--- config.mk ---
export PLATFORM = sky130hd
export DESIGN_NAME = conv2d_pipe_mac9
export DESIGN_NICKNAME = d
export VERILOG_FILES = /design/src/rtl/cnn_pkg.sv /design/src/rtl/conv_round_sat.sv /design/src/rtl/conv2d_pipe_mac9.sv
export SDC_FILE = /design/constraint.sdc
export NUM_CORES = 2
export LEC_CHECK = 0
export BUFFER_PORTS_ARGS = -buffer_cell sky130_fd_sc_hd__buf_2
export CAP_MARGIN = 5
export CORE_ASPECT_RATIO = 1.75
export CORE_UTILIZATION = 45
export CTS_CLUSTER_SIZE = 10
export DETAILED_ROUTE_END_ITERATION = 7
export GPL_ROUTABILITY_DRIVEN = 0
export PLACE_DENSITY_LB_ADDON = 0.08
export SLEW_MARGIN = 10
export SYNTH_ARGS = -nofsm -noshare
export SYNTH_HDL_FRONTEND = slang
export SYNTH_SLANG_ARGS = --single-unit
export TNS_END_PERCENT = 5
--- constraint.sdc ---
create_clock -name clk -period 16.9 [get_ports clk]
set_clock_uncertainty 0.15 [all_clocks]
set_input_delay 0.845 -clock clk [delete_from_list [all_inputs] [get_ports clk]]
set_output_delay 0.845 -clock clk [all_outputs]
set_load 0.05 [all_outputs]
--- src/rtl/cnn_pkg.sv ---
// Shared CNN datapath definitions: tap count, accumulator sizing and rounding helpers.
// Reused by the convolution engine and by later pooling/requant blocks.
package cnn_pkg;

    localparam int KTAPS      = 9;
    localparam int GUARD_BITS = 4;

    // Four guard bits hold nine full-width products plus a bias without overflow.
    function automatic int acc_width(input int data_w, input int coef_w);
        return data_w + coef_w + GUARD_BITS;
    endfunction

    // Round-half-up offset added before an arithmetic right shift.
    function automatic int round_half(input int shift);
        return (shift > 0) ? (32'sd1 <<< (shift - 1)) : 32'sd0;
    endfunction

endpackage

--- src/rtl/conv_round_sat.sv ---
// Combinational round / shift / saturate / ReLU stage for an accumulator value.
// Assumes OUT_W <= ACC_W so the clip test always has at least one high bit to inspect.
module conv_round_sat
    import cnn_pkg::*;
#(
    parameter int SHIFT  = 0,
    parameter int SIGNED = 1,
    parameter int ACC_W  = 20,
    parameter int OUT_W  = 16
)(
    input  logic [ACC_W-1:0] sum,
    input  logic             relu_en,
    output logic [OUT_W-1:0] value,
    output logic             sat
);
    // One extra bit keeps the rounding add from wrapping at the top of the range.
    localparam int EXT_W = ACC_W + 1;
    localparam logic [EXT_W-1:0] RND   = EXT_W'(round_half(SHIFT));
    localparam logic [OUT_W-1:0] S_MAX = {1'b0, {(OUT_W-1){1'b1}}};
    localparam logic [OUT_W-1:0] S_MIN = {1'b1, {(OUT_W-1){1'b0}}};
    localparam logic [OUT_W-1:0] U_MAX = {OUT_W{1'b1}};

    logic [EXT_W-1:0] ext_s;
    logic [EXT_W-1:0] rnd_s;
    logic [EXT_W-1:0] shf_arith_s;
    logic [EXT_W-1:0] shf_logic_s;
    logic [EXT_W-1:0] shf_s;
    logic             over_s;
    logic [OUT_W-1:0] clip_s;
    logic [OUT_W-1:0] sat_val_s;

    assign ext_s       = {(SIGNED != 0) & sum[ACC_W-1], sum};
    assign rnd_s       = ext_s + RND;
    assign shf_arith_s = $signed(rnd_s) >>> SHIFT;
    assign shf_logic_s = rnd_s >> SHIFT;
    assign shf_s       = (SIGNED != 0) ? shf_arith_s : shf_logic_s;

    // Signed fits iff all bits from the output sign bit upward agree.
    assign over_s = (SIGNED != 0)
                  ? ~((&shf_s[EXT_W-1:OUT_W-1]) | ~(|shf_s[EXT_W-1:OUT_W-1]))
                  : (|shf_s[EXT_W-1:OUT_W]);
    assign clip_s    = (SIGNED != 0) ? (shf_s[EXT_W-1] ? S_MIN : S_MAX) : U_MAX;
    assign sat_val_s = over_s ? clip_s : shf_s[OUT_W-1:0];

    assign value = ((SIGNED != 0) && relu_en && sat_val_s[OUT_W-1]) ? {OUT_W{1'b0}} : sat_val_s;
    assign sat   = over_s;

endmodule

--- src/rtl/conv2d_pipe_mac9.sv ---
// Four-stage pipelined 3x3 convolution with stored kernel/bias and valid/ready back-pressure.
// Bias travels with each sample from S1 so a k_load never affects samples already accepted.
module conv2d_pipe_mac9
    import cnn_pkg::*;
#(
    parameter int  DATA_W = 8,
    parameter int  COEF_W = 8,
    parameter int  OUT_W  = 16,
    parameter int  SHIFT  = 0,
    parameter int  SIGNED = 1,
    localparam int ACC_W  = acc_width(DATA_W, COEF_W)
)(
    input  logic                    clk,
    input  logic                    rst,
    input  logic                    k_load,
    input  logic [KTAPS*COEF_W-1:0] k_i,
    input  logic [ACC_W-1:0]        bias_i,
    input  logic                    relu_en,
    input  logic                    in_valid,
    output logic                    in_ready,
    input  logic [KTAPS*DATA_W-1:0] win_i,
    output logic                    out_valid,
    input  logic                    out_ready,
    output logic [OUT_W-1:0]        out_o,
    output logic                    sat_o
);
    localparam int PROD_W  = DATA_W + COEF_W;
    localparam int GUARD_W = ACC_W - PROD_W;

    logic [KTAPS*COEF_W-1:0] k_r;
    logic [ACC_W-1:0]        bias_r;
    logic [PROD_W-1:0]       a_s    [KTAPS];
    logic [PROD_W-1:0]       b_s    [KTAPS];
    logic [PROD_W-1:0]       prod_s [KTAPS];
    logic [PROD_W-1:0]       prod_r [KTAPS];
    logic [ACC_W-1:0]        bias1_r;
    logic [ACC_W-1:0]        bias2_r;
    logic [ACC_W-1:0]        pair_r [4];
    logic [ACC_W-1:0]        p8_r;
    logic [ACC_W-1:0]        sum_r;
    logic [OUT_W-1:0]        rs_value_s;
    logic                    rs_sat_s;
    logic [OUT_W-1:0]        out_r;
    logic                    sat_r;
    logic                    v1_r, v2_r, v3_r, v4_r;
    logic                    adv_s;

    function automatic logic [ACC_W-1:0] ext_prod(input logic [PROD_W-1:0] p);
        return {{GUARD_W{(SIGNED != 0) & p[PROD_W-1]}}, p};
    endfunction

    assign adv_s     = ~v4_r | out_ready;
    assign in_ready  = adv_s;
    assign out_valid = v4_r;
    assign out_o     = out_r;
    assign sat_o     = sat_r;

    // Extend both operands to product width; the low PROD_W bits of the product are then exact.
    always_comb begin
        for (int n = 0; n < KTAPS; n++) begin
            a_s[n]    = {{COEF_W{(SIGNED != 0) & win_i[n*DATA_W + DATA_W - 1]}}, win_i[n*DATA_W +: DATA_W]};
            b_s[n]    = {{DATA_W{(SIGNED != 0) & k_r[n*COEF_W + COEF_W - 1]}}, k_r[n*COEF_W +: COEF_W]};
            prod_s[n] = a_s[n] * b_s[n];
        end
    end

    conv_round_sat #(
        .SHIFT  (SHIFT),
        .SIGNED (SIGNED),
        .ACC_W  (ACC_W),
        .OUT_W  (OUT_W)
    ) u_round_sat (
        .sum     (sum_r),
        .relu_en (relu_en),
        .value   (rs_value_s),
        .sat     (rs_sat_s)
    );

    // Weight and bias store, loaded independently of the pipeline advance.
    always_ff @(posedge clk or posedge rst) begin
        if (rst) begin
            k_r    <= '0;
            bias_r <= '0;
        end else if (k_load) begin
            k_r    <= k_i;
            bias_r <= bias_i;
        end
    end

    // Pipeline stages S1..S4; every stage shifts together on adv and holds otherwise.
    always_ff @(posedge clk or posedge rst) begin
        if (rst) begin
            v1_r    <= 1'b0;
            v2_r    <= 1'b0;
            v3_r    <= 1'b0;
            v4_r    <= 1'b0;
            bias1_r <= '0;
            bias2_r <= '0;
            p8_r    <= '0;
            sum_r   <= '0;
            out_r   <= '0;
            sat_r   <= 1'b0;
            for (int n = 0; n < KTAPS; n++) prod_r[n] <= '0;
            for (int i = 0; i < 4; i++)     pair_r[i] <= '0;
        end else if (adv_s) begin
            v1_r    <= in_valid;
            bias1_r <= bias_r;
            for (int n = 0; n < KTAPS; n++) prod_r[n] <= prod_s[n];

            v2_r    <= v1_r;
            bias2_r <= bias1_r;
            p8_r    <= ext_prod(prod_r[8]);
            for (int i = 0; i < 4; i++) pair_r[i] <= ext_prod(prod_r[2*i]) + ext_prod(prod_r[2*i+1]);

            v3_r  <= v2_r;
            sum_r <= pair_r[0] + pair_r[1] + pair_r[2] + pair_r[3] + p8_r + bias2_r;

            v4_r  <= v3_r;
            out_r <= rs_value_s;
            sat_r <= rs_sat_s;
        end
    end

endmodule
======== After elaboration in Yosys (flattened, before gate mapping) ========
Cells that the tools add are included.
storage, ports and cells
  output and inout bits ................... 19
  input bits .............................. 170
  register bits ........................... 413
  word-level logic and storage cells ...... 54
cells by class
  mux-type cells .......................... 3
  bitwise gates (word level) .............. 5
  reductions and logical operators ........ 3
  add/subtract/negate cells ............... 9
  $mul .................................... 9
operators by type and width
  operator                    number
  multiplier 8 x 8 -> 16 bit  9
  adder 20 bit                5
  adder 16 x 16 -> 17 bit     4
  two-way mux 16 bit          3
  AND reduction 5 bit         1
  OR reduction 5 bit          1
  inverter 1 bit              3
  bitwise OR 1 bit            2
  logical AND 1 bit           1

======== Depth between registers and ports, before layout ========
  depth in word-level cells ............... 6
  mapped depth ............................ 18
  depth with buffers taken out ............ 17

======== By module ========
From an unflattened synthesis, not the netlist that was laid out.
unflattened totals
  cells, all modules ...................... 4589
  area, all modules ....................... 42929.9 um^2
modules (own cells, without submodules)
  module            sequential area each (um^2)  times used  cells each  area an instance (um^2)
  conv2d_pipe_mac9  10034.6                      1           4564        42748.5
  conv_round_sat    0.0                          1           25          181.4

======== Worst setup path after synthesis ========
Ideal clock, no wire load.
  kind .................................... input to register
  from .................................... in win_i[7]
  to ...................................... reg prod_r[143] in the netlist's numbering
  setup time .............................. 0.130 ns
  data arrival time ....................... 4.665 ns
  required time ........................... 16.620 ns
  buffers on the path ..................... 0
  path slack .............................. 11.955 ns
  cell stages on the path ................. 16
  path through ............................ and2_1 > ha_1 > inv_1 > fa_1 > inv_1 > fa_1 > inv_1 > fa_1 > inv_1 > ha_1 > a21o_1 > a211o_1 > o32a_1 > a21oi_1 > nor4b_1 > nor3_1
between the ends
  cells in the longest elaborated chain, start to end .. 1
RTL lines
  item                        line                    RTL
  start: declaration          conv2d_pipe_mac9.sv:21  input logic [KTAPS*DATA_W-1:0] win_i,
  multiplier 8 x 8 -> 16 bit  conv2d_pipe_mac9.sv:63  prod_s[n] = a_s[n] * b_s[n];
  end: declaration            conv2d_pipe_mac9.sv:35  logic [PROD_W-1:0] prod_r [KTAPS];
No other way between the ends.
A chain may end at the register's enable or synchronous reset.

======== Final worst setup path ========
  from .................................... reg k_r[2]
  to ...................................... reg prod_r[143] in the netlist's numbering
between the ends
  cells in the longest elaborated chain, start to end .. 1
RTL lines
  item                        line                    RTL
  start: declaration          conv2d_pipe_mac9.sv:30  logic [KTAPS*COEF_W-1:0] k_r;
  start signal: assignment    conv2d_pipe_mac9.sv:85  k_r <= k_i;
  multiplier 8 x 8 -> 16 bit  conv2d_pipe_mac9.sv:63
No other way between the ends.

==> out/results.env <==
CRITPATHREQUIREDTIME_PS=17240
SYNTH.YOSYS.SEQ_AREA_SHARE_PCT=23.51
TIMING.FINAL.HOLD_VIOLATIONS=0
AREA_GROWTH_SYN_TO_LAYOUT_PCT=8.854
POST_ROUTE_CELLS_DRIVE_ABOVE_1_SHARE_PCT=8.420
CTS_MAX_LEVEL=2
START_KIND='flip-flop'
FINALCOREUTILIZATION_PCT=49.35
GRT_OVERFLOW=0
POSTSYNTHNETCOUNT=5605
START_UTIL_PCT=45.33
RUN_STATUS='complete, no violations'
CRIT_TYPE='reg -> reg'
CLK_PIN_SLEW_PS=60
FINAL_NETS=5767
YOSYS.CELL_COUNT.TOP_TYPE='sky130_fd_sc_hd__inv_1'
CTS_TREE='built'
R2R-END='prod_r[143]'
IO_BUFFER_COUNT=188
ASYNC_RESET_FF_SHARE_PCT=100.0
CLOCK.FMAX_MHz=203.3
SYNTH_COMMON_CELLS='sky130_fd_sc_hd__inv_1, sky130_fd_sc_hd__fa_1, sky130_fd_sc_hd__nand2_1, sky130_fd_sc_hd__dfrtp_1, sky130_fd_sc_hd__and2_1'
PLACEDINSTANCEAREA_UM2=44910
DETAIL-ROUTE-ANTENNA-NETS=0
TOTALNEGATIVESETUPSLACK_PS=0
SYNTH_TOP_FLOP_CELL='sky130_fd_sc_hd__dfrtp_1'
WORST_SKEW_PAIR.LATE_LATENCY_PS=620
GLOBALROUTETOTALUTIL_PCT=22.79
CTS_HOLD_BUFFERS=0
TOTAL_NUMBER_OF_VIAS=30090
WORST-SLEW-PIN-TRANSITION_PS=947.6
DRT-WIRELENGTH-PER-CELL_UM=17.76
DIE_Y_UM=409.4
SYNTH.FF_LATCH_COUNT=401
SYN-CELL-AREA_UM2=42680
GRT_PASS1_VIAS=32590
FINAL_SETUP_VIO_COUNT=0
RSZ0062_AT_GRT='false'
HOLD_PATH.CLASS='in -> async'
FILLCELLCOUNT=9110
CORE_AREA_UM2=94150
DRV_SLEW=0
TIMING.REG2REG.SETUP_SLACK_PS=11980
PERIOD_SHARE_PCT=29.11
ANTENNA_FOUND_INITIAL=4
POST-SYNTH-TOP-AREA-FRACTION_PCT=26.83
GRT_START_MAX_NET_PINS=157
YOSYSWARNINGCOUNT=0
CTS-ROOT-BUF='sky130_fd_sc_hd__clkbuf_16'
SYNTHDOMINANTAREACELLTYPE='sky130_fd_sc_hd__fa_1'
DIE_AREA_UM2=96120
CLKSINKCOUNT=401
NUMBER_OF_FLOPS_MAPPED_TO_ENABLE_CELLS_BY_YOSYS=0
MAX-CLOCK-PATH-BUFFERS=3
POST_CTS.REPAIR.SETUP_BUFFERS=0
CTS_INSERTED_BUFFERS=51
SYNTH_CELLS=4520
POSTLAYOUTCELLAREA_UM2=46460
TIMING.MAX_SLEW.REL_SLACK_PCT=36.60
REGTOREGSTARTPOINT='k_r[2]'
WORSTPATHARRIVAL_PS=5260
FINALWIRELENGTH_UM=105000
YS_TOP_CELLS_BY_AREA='sky130_fd_sc_hd__fa_1, sky130_fd_sc_hd__dfrtp_1, sky130_fd_sc_hd__ha_1'
CRITICAL_PATH_PEAK_FANOUT=9
MAX_CAP_VIOL_COUNT=0
REG2REGPATHDEPTH=15
DRT_ITER0_DRC=1165
PIN_COUNT=189
SYN_AVG_CELL_AREA_UM2=9.442
VIASPERCELL=5.088
GRT_FIRST_PASS_WIRELENGTH_UM=173200
DIE_W_UM=234.8
DETAIL_ROUTE.FIRST_PASS.ITERATIONS=7
LAYOUT_MIN_CYCLE_TIME_PS=4919
DETAILEDPLACEMENTHPWL_UM=85620
DRC=0
SYNTH.LIB_CELLS_USED.DISTINCT=68
CRITICAL_PATH.ENDPOINT_TYPE='flip-flop'
PLACEMENTROWS=149
CTS_REPAIR_RESIZE_COUNT=0
-- cells by family after synthesis --
group / share of synthesized area [%]
AND/OR/NAND/NOR: 15.35
buffers and inverters: 8.786
adder cells (fa/ha/maj): 36.89
AO/OA/AOI/OAI: 9.159
flip-flops: 23.51
XOR/XNOR: 3.427
multiplexers: 2.882
-- sequential cells by signal, summed over array words and instances, names as in the netlist, 20 cells and up --
name	cells
bias1_r	20
sum_r	20
bias_r	20
pair_r	68
k_r	72
bias2_r	20
prod_r	144
-- per-layer routing --
layer | up-vias | global-route usage [%] | routed length (um)
met1 | 15070 | 24.30 | 39130
li1 | 14530 | - | -
met4 | 4 | 7.384 | 3442
met3 | 138 | 1.873 | 1981
met2 | 346 | 46.25 | 60410
met5 | - | 0 | 24
-- critical path: stages, from the launching register on --
cell and delay (ps):
sky130_fd_sc_hd__dfrtp_1 560, sky130_fd_sc_hd__nand2_1 200, sky130_fd_sc_hd__fa_1 430, sky130_fd_sc_hd__fa_1 540, sky130_fd_sc_hd__inv_1 50, sky130_fd_sc_hd__fa_1 550, sky130_fd_sc_hd__inv_1 60, sky130_fd_sc_hd__fa_1 470
sky130_fd_sc_hd__inv_1 40, sky130_fd_sc_hd__ha_1 350, sky130_fd_sc_hd__a21o_1 210, sky130_fd_sc_hd__a211o_1 280, sky130_fd_sc_hd__o32a_1 380, sky130_fd_sc_hd__a21oi_1 190, sky130_fd_sc_hd__nor4b_1 250, sky130_fd_sc_hd__nor3_1 80
-- stage by stage --
stage	cells	worst slack, ps	hold WS [ps]
global route	5912	11680	175.8
floorplan	4520	4752	280.0
global placement	5837	11600	289.8
finish	5913	11980	150.2
detailed placement	5837	11540	297.8
CTS	5911	11930	147.7
-- cells in the final DEF, fill, tap and decap left out, drive strengths merged, types with 60 or more instances in the layout --
master / count
inv: 907
fa: 572
nand2: 498
dfrtp: 401
and2: 377
ha: 343
buf: 201
o21ai: 177
a21oi: 175
nor2: 155
xnor2: 115
mux2: 103
nor2b: 69
clkbuf: 60
-- how the worst max path moves through the flow --
| stage | start | to | slack (ps) | cells past startpoint |
|---|---|---|---|---|
| global placement | win_i[63] | prod_r[31] | 11600 | 17 |
| detailed placement | win_i[7] | prod_r[143] | 11540 | 17 |
| global route | k_r[34] | prod_r[79] | 11680 | 15 |
| finish | k_r[2] | prod_r[143] | 11980 | 15 |
| CTS | k_r[2] | prod_r[143] | 11930 | 15 |
| floorplan | rst | bias1_r[0] | 4750 | 1 |
-- final cells by class --
cell class | count | area [um2] | share of cell area [%]
Inverter | 904 | 3408 | 7.336
Sequential cell | 401 | 10030 | 21.60
Clock buffer | 60 | 1350 | 2.906
Timing Repair Buffer | 201 | 1054 | 2.268
Tap cell | 1208 | 1511 | 3.253
Clock inverter | 14 | 192.7 | 0.4148
Antenna cell | 2 | 5.005 | 0.01077
Multi-Input combinational cell | 3123 | 28900 | 62.21
Power is left out: the tool's default activity adds up to more than one toggle a clock period on the data nets, which glitch-free logic cannot reach.
